File: src/rtl/sprite_draw_engine.sv
// Draws one W x H, 2-bit-per-pixel sprite from a synchronous ROM at a position latched once per frame.
// Two-clock pipeline: address + hit, then ROM read, then palette lookup into a registered pixel.
module sprite_draw_engine #(
  parameter int          W           = 78,
  parameter int          H           = 53,
  parameter int          SCALE_LOG2  = 0,
  parameter int          AW          = 13,
  parameter int          X_INIT      = 338,
  parameter int          Y_INIT      = 485,
  parameter int          H_ACTIVE    = 640,
  parameter int          V_ACTIVE    = 480,
  parameter logic [7:0]  SHADE       = 8'hE0,
  parameter int          TRANSPARENT = 1
) (
  input  logic          vclk,
  input  logic          rst,
  input  logic [10:0]   hcount,
  input  logic [9:0]    vcount,
  input  logic          enable,
  input  logic [10:0]   x_pos,
  input  logic [9:0]    y_pos,
  input  logic [7:0]    fill_color,
  output logic [AW-1:0] rom_addr,
  input  logic [1:0]    rom_data,
  output logic [7:0]    pixel_out,
  output logic          pixel_valid
);

  localparam logic [11:0] SW_C = 12'(W << SCALE_LOG2);
  localparam logic [10:0] SH_C = 11'(H << SCALE_LOG2);
  localparam logic [11:0] HA_C = 12'(H_ACTIVE);
  localparam logic [10:0] VA_C = 11'(V_ACTIVE);

  logic [10:0]   r_x_l;
  logic [9:0]    r_y_l;
  logic          r_en_l;
  logic [7:0]    r_fill_l;

  logic          r_hit_d1;
  logic          r_hit_d2;
  logic [7:0]    r_fill_d1;
  logic [7:0]    r_fill_d2;

  logic          w_fs;
  logic [11:0]   w_x_end;
  logic [10:0]   w_y_end;
  logic          w_in_x;
  logic          w_in_y;
  logic          w_hit;
  logic [10:0]   w_dx;
  logic [9:0]    w_dy;
  logic [10:0]   w_col;
  logic [9:0]    w_row;
  logic [AW-1:0] w_addr;
  logic [7:0]    w_pix;
  logic          w_pvld;

  assign w_fs = (hcount == 11'd0) && (vcount == 10'd0);

  // End coordinates carry one extra bit so a sprite near the top of the range cannot wrap.
  assign w_x_end = {1'b0, r_x_l} + SW_C;
  assign w_y_end = {1'b0, r_y_l} + SH_C;

  assign w_in_x = (hcount >= r_x_l) && ({1'b0, hcount} < w_x_end) && ({1'b0, hcount} < HA_C);
  assign w_in_y = (vcount >= r_y_l) && ({1'b0, vcount} < w_y_end) && ({1'b0, vcount} < VA_C);
  assign w_hit  = r_en_l && w_in_x && w_in_y;

  assign w_dx   = hcount - r_x_l;
  assign w_dy   = vcount - r_y_l;
  assign w_col  = w_dx >> SCALE_LOG2;
  assign w_row  = w_dy >> SCALE_LOG2;
  assign w_addr = AW'(w_row) * AW'(W) + AW'(w_col);

  // Shadows change only at frame start; the hit test on that same edge still sees the old values.
  always_ff @(posedge vclk or negedge rst) begin
    if (!rst) begin
      r_x_l    <= 11'(X_INIT);
      r_y_l    <= 10'(Y_INIT);
      r_en_l   <= 1'b0;
      r_fill_l <= 8'h00;
    end else if (w_fs) begin
      r_x_l    <= x_pos;
      r_y_l    <= y_pos;
      r_en_l   <= enable;
      r_fill_l <= fill_color;
    end
  end

  always_comb begin
    w_pix  = 8'h00;
    w_pvld = 1'b0;
    if (r_hit_d2) begin
      case (rom_data)
        2'b00: w_pvld = (TRANSPARENT == 0);
        2'b01: begin
          w_pix  = r_fill_d2;
          w_pvld = 1'b1;
        end
        2'b10: begin
          w_pix  = SHADE;
          w_pvld = 1'b1;
        end
        default: begin
          w_pix  = 8'hFF;
          w_pvld = 1'b1;
        end
      endcase
    end
  end

  // Fill colour travels with the pixel so a frame-start edge never recolours pixels already in flight.
  always_ff @(posedge vclk or negedge rst) begin
    if (!rst) begin
      rom_addr    <= '0;
      r_hit_d1    <= 1'b0;
      r_hit_d2    <= 1'b0;
      r_fill_d1   <= 8'h00;
      r_fill_d2   <= 8'h00;
      pixel_out   <= 8'h00;
      pixel_valid <= 1'b0;
    end else begin
      if (w_hit) begin
        rom_addr <= w_addr;
      end
      r_hit_d1    <= w_hit;
      r_fill_d1   <= r_fill_l;
      r_hit_d2    <= r_hit_d1;
      r_fill_d2   <= r_fill_d1;
      pixel_out   <= w_pix;
      pixel_valid <= w_pvld;
    end
  end

endmodule

File: config.mk
export PLATFORM = sky130hd
export DESIGN_NAME = sprite_draw_engine
export DESIGN_NICKNAME = d
export VERILOG_FILES = /design/src/rtl/sprite_draw_engine.sv
export SDC_FILE = /design/constraint.sdc
export NUM_CORES = 1
export LEC_CHECK = 0
export CAP_MARGIN = 15
export CORE_ASPECT_RATIO = 0.5
export CORE_UTILIZATION = 50
export CTS_CLUSTER_DIAMETER = 50
export DETAILED_ROUTE_END_ITERATION = 10
export GPL_TIMING_DRIVEN = 0
export PLACE_DENSITY_LB_ADDON = 0.2
export SYNTH_ARGS = -nofsm -noshare
export SYNTH_HDL_FRONTEND = slang
export SYNTH_SLANG_ARGS = --single-unit
File: constraint.sdc
create_clock -name vclk -period 6 [get_ports vclk]
set_input_delay 1.2 -clock vclk [delete_from_list [all_inputs] [get_ports vclk]]
set_output_delay 1.2 -clock vclk [all_outputs]
set_load 0.03 [all_outputs]
==> impl_summary.log, run 1 <==
[metrics] setup ws final: 0.0878 ns
[metrics] maximum number of pins on one net before global-route repair: 71
[metrics] final critical-path required period: 5.91 ns
[metrics] Crit. End Element: flip-flop
[metrics] total of flip-flops plus latches after synthesis: 70
[metrics] Gate power share: 0.487
[metrics] level count of the clock H-tree: 3
[metrics] headroom to the max-slew limit: 0.275
[metrics] CTS tree: yes
[metrics] Ant. Diodes: 0
[metrics] combinational family with the most area after synthesis: adder cells
[metrics] post-route fraction of the period consumed by the critical path: 0.985
[metrics] clk sinks: 70
[metrics] Total Routing Usage GR: 0.225
[metrics] post-synthesis cell count: 534
[metrics] largest cells by area after synthesis: dfrtp_1 28%, ha_1 17%, fa_1 6.7%
[metrics] die outline area: between 10,000 and 15,000 um2
[metrics] leftover overflow at the end of global routing: 0
[metrics] total power density per cell area: between 200 and 300 nW/um2
[metrics] clock power share: 0.283
[metrics] number of violations of the max-capacitance limit: 0
[metrics] final slew viol count: 0
[metrics] Iter 0 DRT Violations: roughly 170
[metrics] Avg Vias per Cell: 5.32
[metrics] required time of the critical path: about 6.2 ns
[metrics] fillers: 787
[metrics] Cell Rows: 26
[metrics] die width: approximately 150 um
[metrics] Yosys top cell by area: dfrtp_1
[metrics] Fin Setup TNS: 0 ns
[metrics] post-detail-place hpwl: 8840 um
[metrics] Reg power frac: 0.230
[metrics] adder-cell share of the synthesized area: 0.236
[metrics] vias in the first global route: 3,984
[metrics] Yosys top cell area share: 0.280
[metrics] post-synthesis async set-or-reset flop share: 1.00
[metrics] number of flops mapped to enable cells by yosys: 0
[metrics] total placed cells including tap cells: 750
[metrics] leakage power figure: 3.42 nW
[metrics] mean instance size in the synthesized netlist: between 10 and 15 um2
[metrics] final instance area: a little over 7000 um2
[metrics] number of buffers inserted during clock tree synthesis: 9
[metrics] starting utilization of the core area: 0.519
[metrics] data arrival at the endpoint of the critical path: 6.13 ns
[metrics] Max Clock Freq: 169 MHz
[metrics] portion of netlist area occupied by mux cells: 0.0528
[metrics] routed len/inst: 15.6 um
[metrics] deepest clock path buffer count: 2
[metrics] VDD IR max: 186 uV
[metrics] routed wire length: between 10,000 and 15,000 um
[metrics] final hold violation count: 0
[metrics] latest clock arrival within the worst-skew pair: 0.33 ns
[metrics] Post-Synth XOR/XNOR Area: 0.0874
[metrics] class of the worst hold path: flip-flop to flip-flop
[metrics] Port Buf Inserts: 75
[metrics] internal power consumption: between 1 and 1.5 mW
[metrics] switching power total: 0.686 mW
[metrics] measured slew at the worst slew-check pin: around 1.1 ns
[metrics] Clk Tree Root Cell: clkbuf_16
[metrics] fraction of the yosys area taken by sequential cells: 0.329
[metrics] initial antenna violation count: 0
[metrics] total cell area at the placement stage: 6330 um2
[metrics] type of the worst setup path: input pin to flip-flop
[metrics] top fanout value on the critical path: 3
[metrics] Floorplan Core Area: 10,300 um2
[metrics] Top-Level Pins: 77
[metrics] residual DRC count: 0
[metrics] cell area after synthesis: 5360 um2
[metrics] Die Y-Extent: roughly 75 um
[metrics] Worst Setup Slack post-DPL: -0.946 ns
[metrics] largest clock skew in the final design: just under 0.008 ns
[metrics] iteration count of the initial detailed-routing pass: 4
[metrics] register-to-register setup slack: 0.68 ns
[metrics] Synth Flop Type: dfrtp_1
[metrics] number of warning messages in the yosys log: 0
[metrics] clock transition time at the flip-flop clock pins of the worst setup and hold paths: ~0.060 ns
[metrics] Layout Nets: ~800
[metrics] global placer's final weighted congestion: 0.862
[metrics] number of failing setup endpoints in the final timing report: 0
[metrics] post-synthesis share of cell area spent on and, or, nand and nor gates: 0.102
[metrics] switching share of power: 0.335
[metrics] Synth Area in Compound Gates: 0.137
[metrics] kind of launch point of the worst setup path: input pin
[metrics] synthesis-to-finish area growth: 33.0%
[metrics] total vias in the final route: about 4,200
[metrics] Netlist cell types: 56
[metrics] global-route wire length before repair: 19,000 um
[metrics] result of the run: finished clean
[metrics] synthesized netlist net count: 679
[metrics] Post-DRT Antenna Nets: 0
[metrics] layout cells sized above 1: 0.203
[metrics] number of non-filler instances in the completed layout: 789
==> critical path: stages <==
cell	delay [ns]
dlygate4sd2_1	0.25
inv_2	0.08
ha_4	0.13
inv_1	0.05
fa_2	0.34
nand2_2	0.09
nand2b_1	0.07
a21oi_2	0.21
xnor2_2	0.16
inv_1	0.09
fa_1	0.51
inv_1	0.06
ha_4	0.27
fa_2	0.46
ha_4	0.30
o21ai_2	0.06
a21boi_2	0.16
o21a_1	0.16
nor2_2	0.06
xnor2_2	0.13
ha_1	0.34
buf_6	0.14
a221oi_2	0.23
a21boi_1	0.12
xnor3_1	0.18
mux2_2	0.27
==> cell usage after synthesis (2+ instances only) <==
master and n:
o21bai_1 4, nor2b_1 9, a21oi_1 21, nor4_1 6, inv_1 70, a21boi_0 3, a21o_1 8, o21a_1 6
dfstp_2 10, nand4_1 5, and2_1 3, o211ai_1 2, nor3_1 9, nand2_1 36, nand3_1 4, dfrtp_1 60
a221oi_1 2, nor2_1 28, clkbuf_1 5, mux2_4 7, or3_1 2, or2_2 2, o21ai_0 36, xnor2_1 39
xor2_1 10, mux2i_1 2, a31oi_1 2, a2111oi_2 2, mux2_2 14, o22ai_1 2, o2111ai_1 2, o21ai_1 2
fa_1 18, ha_1 72, a211oi_1 3, nand2b_1 7, o31a_1 2
==> sequential cells by signal (all words and copies together) (netlist names) <==
name and count:
r_x_l 11, r_fill_d1 8, r_en_l 1, pixel_valid 1, r_fill_d2 8, r_fill_l 8, r_y_l 10, rom_addr 13
r_hit_d2 1, pixel_out 8, r_hit_d1 1
==> metrics by stage <==
| step | power [mW] | hold slack (ns) | utilization |
|---|---|---|---|
| final | 2.05 | 0.346 | 0.690 |
| after global routing | 2.18 | 0.360 | 0.690 |
| after CTS | 1.95 | 0.350 | 0.669 |
| after detailed placement | 1.27 | 0.335 | 0.613 |
| after global placement | 1.25 | 0.332 | 0.611 |
| after floorplan | 1.10 | 0.331 | - |
==> final timing paths <==
check,start,to,cells past startpoint
max reg2reg,r_y_l[1],rom_addr[12],23
max,vcount[0],rom_addr[12],26
min,r_fill_d1[5],r_fill_d2[5],0
min reg2reg,r_fill_d1[5],r_fill_d2[5],0
max in group asynchronous,rst,r_x_l[1],2
min in group asynchronous,rst,rom_addr[12],2
==> power by group through the flow <==
stage | registers (mW) | logic, mW | clock network (mW)
finish | 0.472 | 0.999 | 0.581
global route | 0.472 | 1.10 | 0.611
CTS | 0.472 | 0.885 | 0.594
detailed placement | 0.481 | 0.789 | 0
global placement | 0.481 | 0.768 | 0
floorplan | 0.481 | 0.617 | 0
==> cell usage in the layout (no fill, tap or decap), types with 4 or more instances in the layout <==
| master | synthesis | layout |
|---|---|---|
| inv_1 | 70 | 67 |
| clkdlybuf4s50_1 | 0 | 67 |
| dfrtp_1 | 60 | 60 |
| ha_1 | 72 | 57 |
| o21ai_0 | 36 | 35 |
| nand2_1 | 36 | 35 |
| xnor2_1 | 39 | 32 |
| nor2_1 | 28 | 25 |
| buf_4 | 0 | 23 |
| a21oi_1 | 21 | 17 |
| fa_1 | 18 | 15 |
| mux2_2 | 14 | 14 |
| ha_4 | 0 | 14 |
| dfstp_2 | 10 | 10 |
| nor3_1 | 9 | 9 |
| clkbuf_16 | 0 | 9 |
| a21o_1 | 8 | 8 |
| nor2b_1 | 9 | 8 |
| xor2_1 | 10 | 8 |
| xnor2_2 | 0 | 7 |
| nand2b_1 | 7 | 7 |
| mux2_4 | 7 | 7 |
| clkbuf_1 | 5 | 6 |
| o21a_1 | 6 | 6 |
| nor4_1 | 6 | 6 |
| nand4_1 | 5 | 5 |
| o21bai_1 | 4 | 4 |
| a21oi_2 | 0 | 4 |
| nand3_1 | 4 | 4 |
==> timing repair <==
| action | 4_1_cts | 5_1_grt |
|---|---|---|
| hold buffers | 0 | 0 |
| gates resized for setup | 30 | 29 |
| pin swaps | 20 | 28 |
| setup buffers | 13 | 10 |
| setup endpoints to repair | 4 | 3 |
==> cell families (layout without fill, tap and decap cells) <==
logic type	count (synthesis)	after routing
simple gates	115	115
compound gates	108	108
fa+ha+maj	90	90
buf+inv	77	192
flops	70	70
xor+xnor	51	51
mux	23	23
==> area by class of cell <==
type,instances,area (um2),area share
Multi-Input combinational cell,387,3610,0.507
Sequential cell,70,1760,0.248
Tap cell,140,175,0.0246
Clock buffer,10,229,0.0322
Clock inverter,6,93.8,0.0132
Timing Repair Buffer,99,951,0.134
Buffer,7,35.0,0.00492
Inverter,70,263,0.0369
==> routing by layer <==
layer,share of wire,vias up,track usage
met5,0,-,0
li1,-,2046,-
met4,0.0093,0,0.0573
met2,0.47,97,0.372
met1,0.45,2046,0.295
met3,0.065,10,0.0636
No activity file was read; power rests on OpenSTA's default activity.
==> run 2: changes to the inputs <==
--- a/config.mk
+++ b/config.mk
@@ -12,6 +12,8 @@
 export DETAILED_ROUTE_END_ITERATION = 10
 export GPL_TIMING_DRIVEN = 0
 export PLACE_DENSITY_LB_ADDON = 0.2
+export SETUP_SLACK_MARGIN = 0.3
 export SYNTH_ARGS = -nofsm -noshare
 export SYNTH_HDL_FRONTEND = slang
 export SYNTH_SLANG_ARGS = --single-unit
+export TNS_END_PERCENT = 10
==> impl_summary.log, run 2 (synthesis results as in run 1) <==
[metrics] final hold violation count: 0 (unchanged)
[metrics] beginning of the worst register-to-register path: r_y_l[0]
[metrics] register-to-register setup slack: 0.64 ns (-0.04 ns)
[metrics] number of failing setup endpoints in the final timing report: 0 (unchanged)
[metrics] deepest clock path buffer count: 2 (unchanged)
[metrics] class of the worst hold path: flip-flop to flip-flop
[metrics] internal power consumption: 1.38 mW (+0.94%)
[metrics] residual DRC count: 0 (unchanged)
[metrics] flip-flop count of the largest register after layout: 13 (unchanged)
[metrics] total placed cells including tap cells: 749 (-0.13%)
[metrics] Total Routing Usage GR: 0.231 (+0.00653)
[metrics] RSZ-0062 raised after global routing: true
[metrics] registers with the most flip-flops: rom_addr: 13 flops, r_x_l: 11 flops, r_y_l: 10 flops
[metrics] quantity of hold-fixing buffers added after cts: 0 (unchanged)
[metrics] post-detail-place hpwl: 8840 um (about the same)
[metrics] Gate power share: 0.493 (+0.006)
[metrics] CTS tree: yes
[metrics] latest clock arrival within the worst-skew pair: 0.34 ns (about the same)
[metrics] hold path endpoint: r_fill_d2[6]
[metrics] largest clock skew in the final design: 0.00741 ns (-0.000359 ns)
[metrics] number of non-filler instances in the completed layout: 785 (-0.51%)
[metrics] iteration count of the initial detailed-routing pass: 4 (unchanged)
[metrics] clock transition time at the flip-flop clock pins of the worst setup and hold paths: 0.06 ns (about the same)
[metrics] result of the run: finished clean
[metrics] number of violations of the max-capacitance limit: 0 (unchanged)
[metrics] VDD IR max: 201 uV (+8.3%)
[metrics] type of the worst setup path: input pin to flip-flop
[metrics] endpoint of the worst register-to-register path: rom_addr[12]
[metrics] Layout Nets: 785 (-0.51%)
[metrics] clk sinks: 70 (unchanged)
[metrics] ordered cell list for the critical path: clkdlybuf4s50_1 > ha_1 > o21ai_0 > nand3b_1 > o21ai_0 > a311oi_4 > fa_1 > inv_1 > ha_1 > inv_1 > fa_1 > inv_1 > ha_4 > xnor2_1 > ha_1 > buf_6 > a221oi_4 > a21boi_2 > xnor3_1 > mux2_4
[metrics] worst-path cell with the longest stage delay: fa_1
[metrics] number of cells on the worst hold path: 0 (unchanged)
[metrics] WP buf/inv: 5 (-1)
[metrics] global placer's final weighted congestion: 0.861 (-0.12%)
[metrics] top register by number of flip-flops: rom_addr
[metrics] kind of launch point of the worst setup path: input pin
[metrics] final instance area: 7200 um2 (+1.1%)
[metrics] data arrival at the endpoint of the critical path: 5.98 ns (-0.15 ns)
[metrics] layout cells sized above 1: 0.209 (+0.00591)
[metrics] commonest non-fill, non-tap cell in the layout: clkdlybuf4s50_1
[metrics] vias in the first global route: 4,160 (+4.4%)
[metrics] Iter 0 DRT Violations: 195 (+16%)
[metrics] post-route fraction of the period consumed by the critical path: 0.961 (-0.0242)
[metrics] routed wire length: 12,300 um (-0.45%)
[metrics] die outline area: 11,200 um2 (unchanged)
[metrics] total number of cells along the worst setup path: 20 (-23%)
[metrics] Ant. Diodes: 0 (unchanged)
[metrics] total vias in the final route: 4,170 (-0.69%)
[metrics] initial antenna violation count: 0 (unchanged)
[metrics] measured slew at the worst slew-check pin: 0.957 ns (-0.120 ns)
[metrics] starting utilization of the core area: 0.519 (unchanged)
[metrics] commonest non-fill, non-tap cells in the layout: 67 x clkdlybuf4s50_1, 63 x inv_1, 60 x dfrtp_1
[metrics] slowest stage delay, CP: 0.56 ns (+0.05 ns)
[metrics] Fin Setup TNS: 0 ns (unchanged)
[metrics] headroom to the max-slew limit: 0.356 (+0.0807)
[metrics] Die Y-Extent: 75.2 um (unchanged)
[metrics] switching share of power: 0.339 (+0.00464)
[metrics] final-layout worst hold slack: 0.346 ns (-0.000453 ns)
[metrics] Clk Tree Root Cell: clkbuf_16
[metrics] Final Util: 0.698 (+0.00764)
[metrics] fillers: 757 (-3.8%)
[metrics] FF-to-FF path depth: 24 (+4.3%)
[metrics] Min-Delay Startpoint: r_fill_d1[6]
[metrics] Crit. End Element: flip-flop
[metrics] maximum number of pins on one net before global-route repair: 71 (unchanged)
[metrics] synthesis-to-finish area growth: 34.4%
[metrics] Avg Vias per Cell: 5.31 (-0.18%)
[metrics] Post-DRT Antenna Nets: 0 (unchanged)
[metrics] die width: 148 um (unchanged)
[metrics] leakage power figure: 3.39 nW (-0.83%)
[metrics] Top-Level Pins: 77 (unchanged)
[metrics] routed len/inst: 15.6 um (about the same)
[metrics] final critical-path required period: 5.77 ns (-0.145 ns)
[metrics] final slew viol count: 0 (unchanged)
[metrics] Largest delay share family, worst path: adder cells
[metrics] clock power share: 0.281 (-0.002)
[metrics] Reg power frac: 0.227 (-0.003)
[metrics] total cell area at the placement stage: 6380 um2 (+0.89%)
[metrics] Floorplan Core Area: 10,300 um2 (unchanged)
[metrics] required time of the critical path: 6.22 ns (about the same)
[metrics] Max Clock Freq: 173 MHz (+2.5%)
[metrics] Cell Rows: 26 (unchanged)
[metrics] leftover overflow at the end of global routing: 0 (unchanged)
[metrics] top fanout value on the critical path: 4 (+1)
[metrics] global-route wire length before repair: 19,600 um (+3.1%)
[metrics] level count of the clock H-tree: 3 (unchanged)
[metrics] switching power total: 0.707 mW (+3.1%)
[metrics] Port Buf Inserts: 75 (unchanged)
[metrics] total power density per cell area: 290 nW/um2 (+0.54%)
[metrics] number of buffers inserted during clock tree synthesis: 9 (unchanged)
## run 2: layout make-up
class	count	area, um2	area share
Multi-Input combinational cell	387	3730	0.518
Sequential cell	70	1760	0.245
Timing Repair Buffer	95	898	0.125
Inverter	70	275	0.0382
Clock buffer	10	229	0.0318
Tap cell	140	175	0.0243
Clock inverter	6	93.8	0.0130
Buffer	7	35.0	0.00487
## run 2: what timing repair did
item | 4_1_cts | 5_1_grt
cloned | 0 | 0
setup buffers | 10 | 10
gates resized for setup | 40 | 33
pin swaps | 23 | 35
endpoints found under the setup margin | 5 | 3
## run 2: worst max-delay path by stage
stage,from,to,slack [ns]
floorplan,vcount[0],rom_addr[12],0.20
global placement,vcount[0],rom_addr[12],-0.75
detailed placement,vcount[0],rom_addr[12],-0.78
CTS,vcount[1],rom_addr[12],0.27
global route,vcount[0],rom_addr[12],0.006
finish,vcount[7],rom_addr[12],0.23
## run 2: metal layers
| metal | GRT usage | part of all wire |
|---|---|---|
| met1 | 0.303 | 0.46 |
| met2 | 0.376 | 0.46 |
| met3 | 0.0679 | 0.073 |
| met4 | 0.0722 | 0.014 |
| met5 | 0 | 0 |
## run 2: per-stage QoR
stage	setup WS, ns	power (mW)
2_1_floorplan	0.205	1.14
3_3_place_gp	-0.747	1.30
3_5_place_dp	-0.782	1.31
4_1_cts	0.269	1.98
5_1_grt	0.00606	2.23
6_report	0.233	2.09
## run 2: power groups by stage
stage	combinational, mW	clock [mW]	sequential [mW]
2_1_floorplan	0.664	0	0.481
3_3_place_gp	0.817	0	0.481
3_5_place_dp	0.829	0	0.481
4_1_cts	0.908	0.597	0.472
5_1_grt	1.15	0.614	0.472
6_report	1.03	0.586	0.472
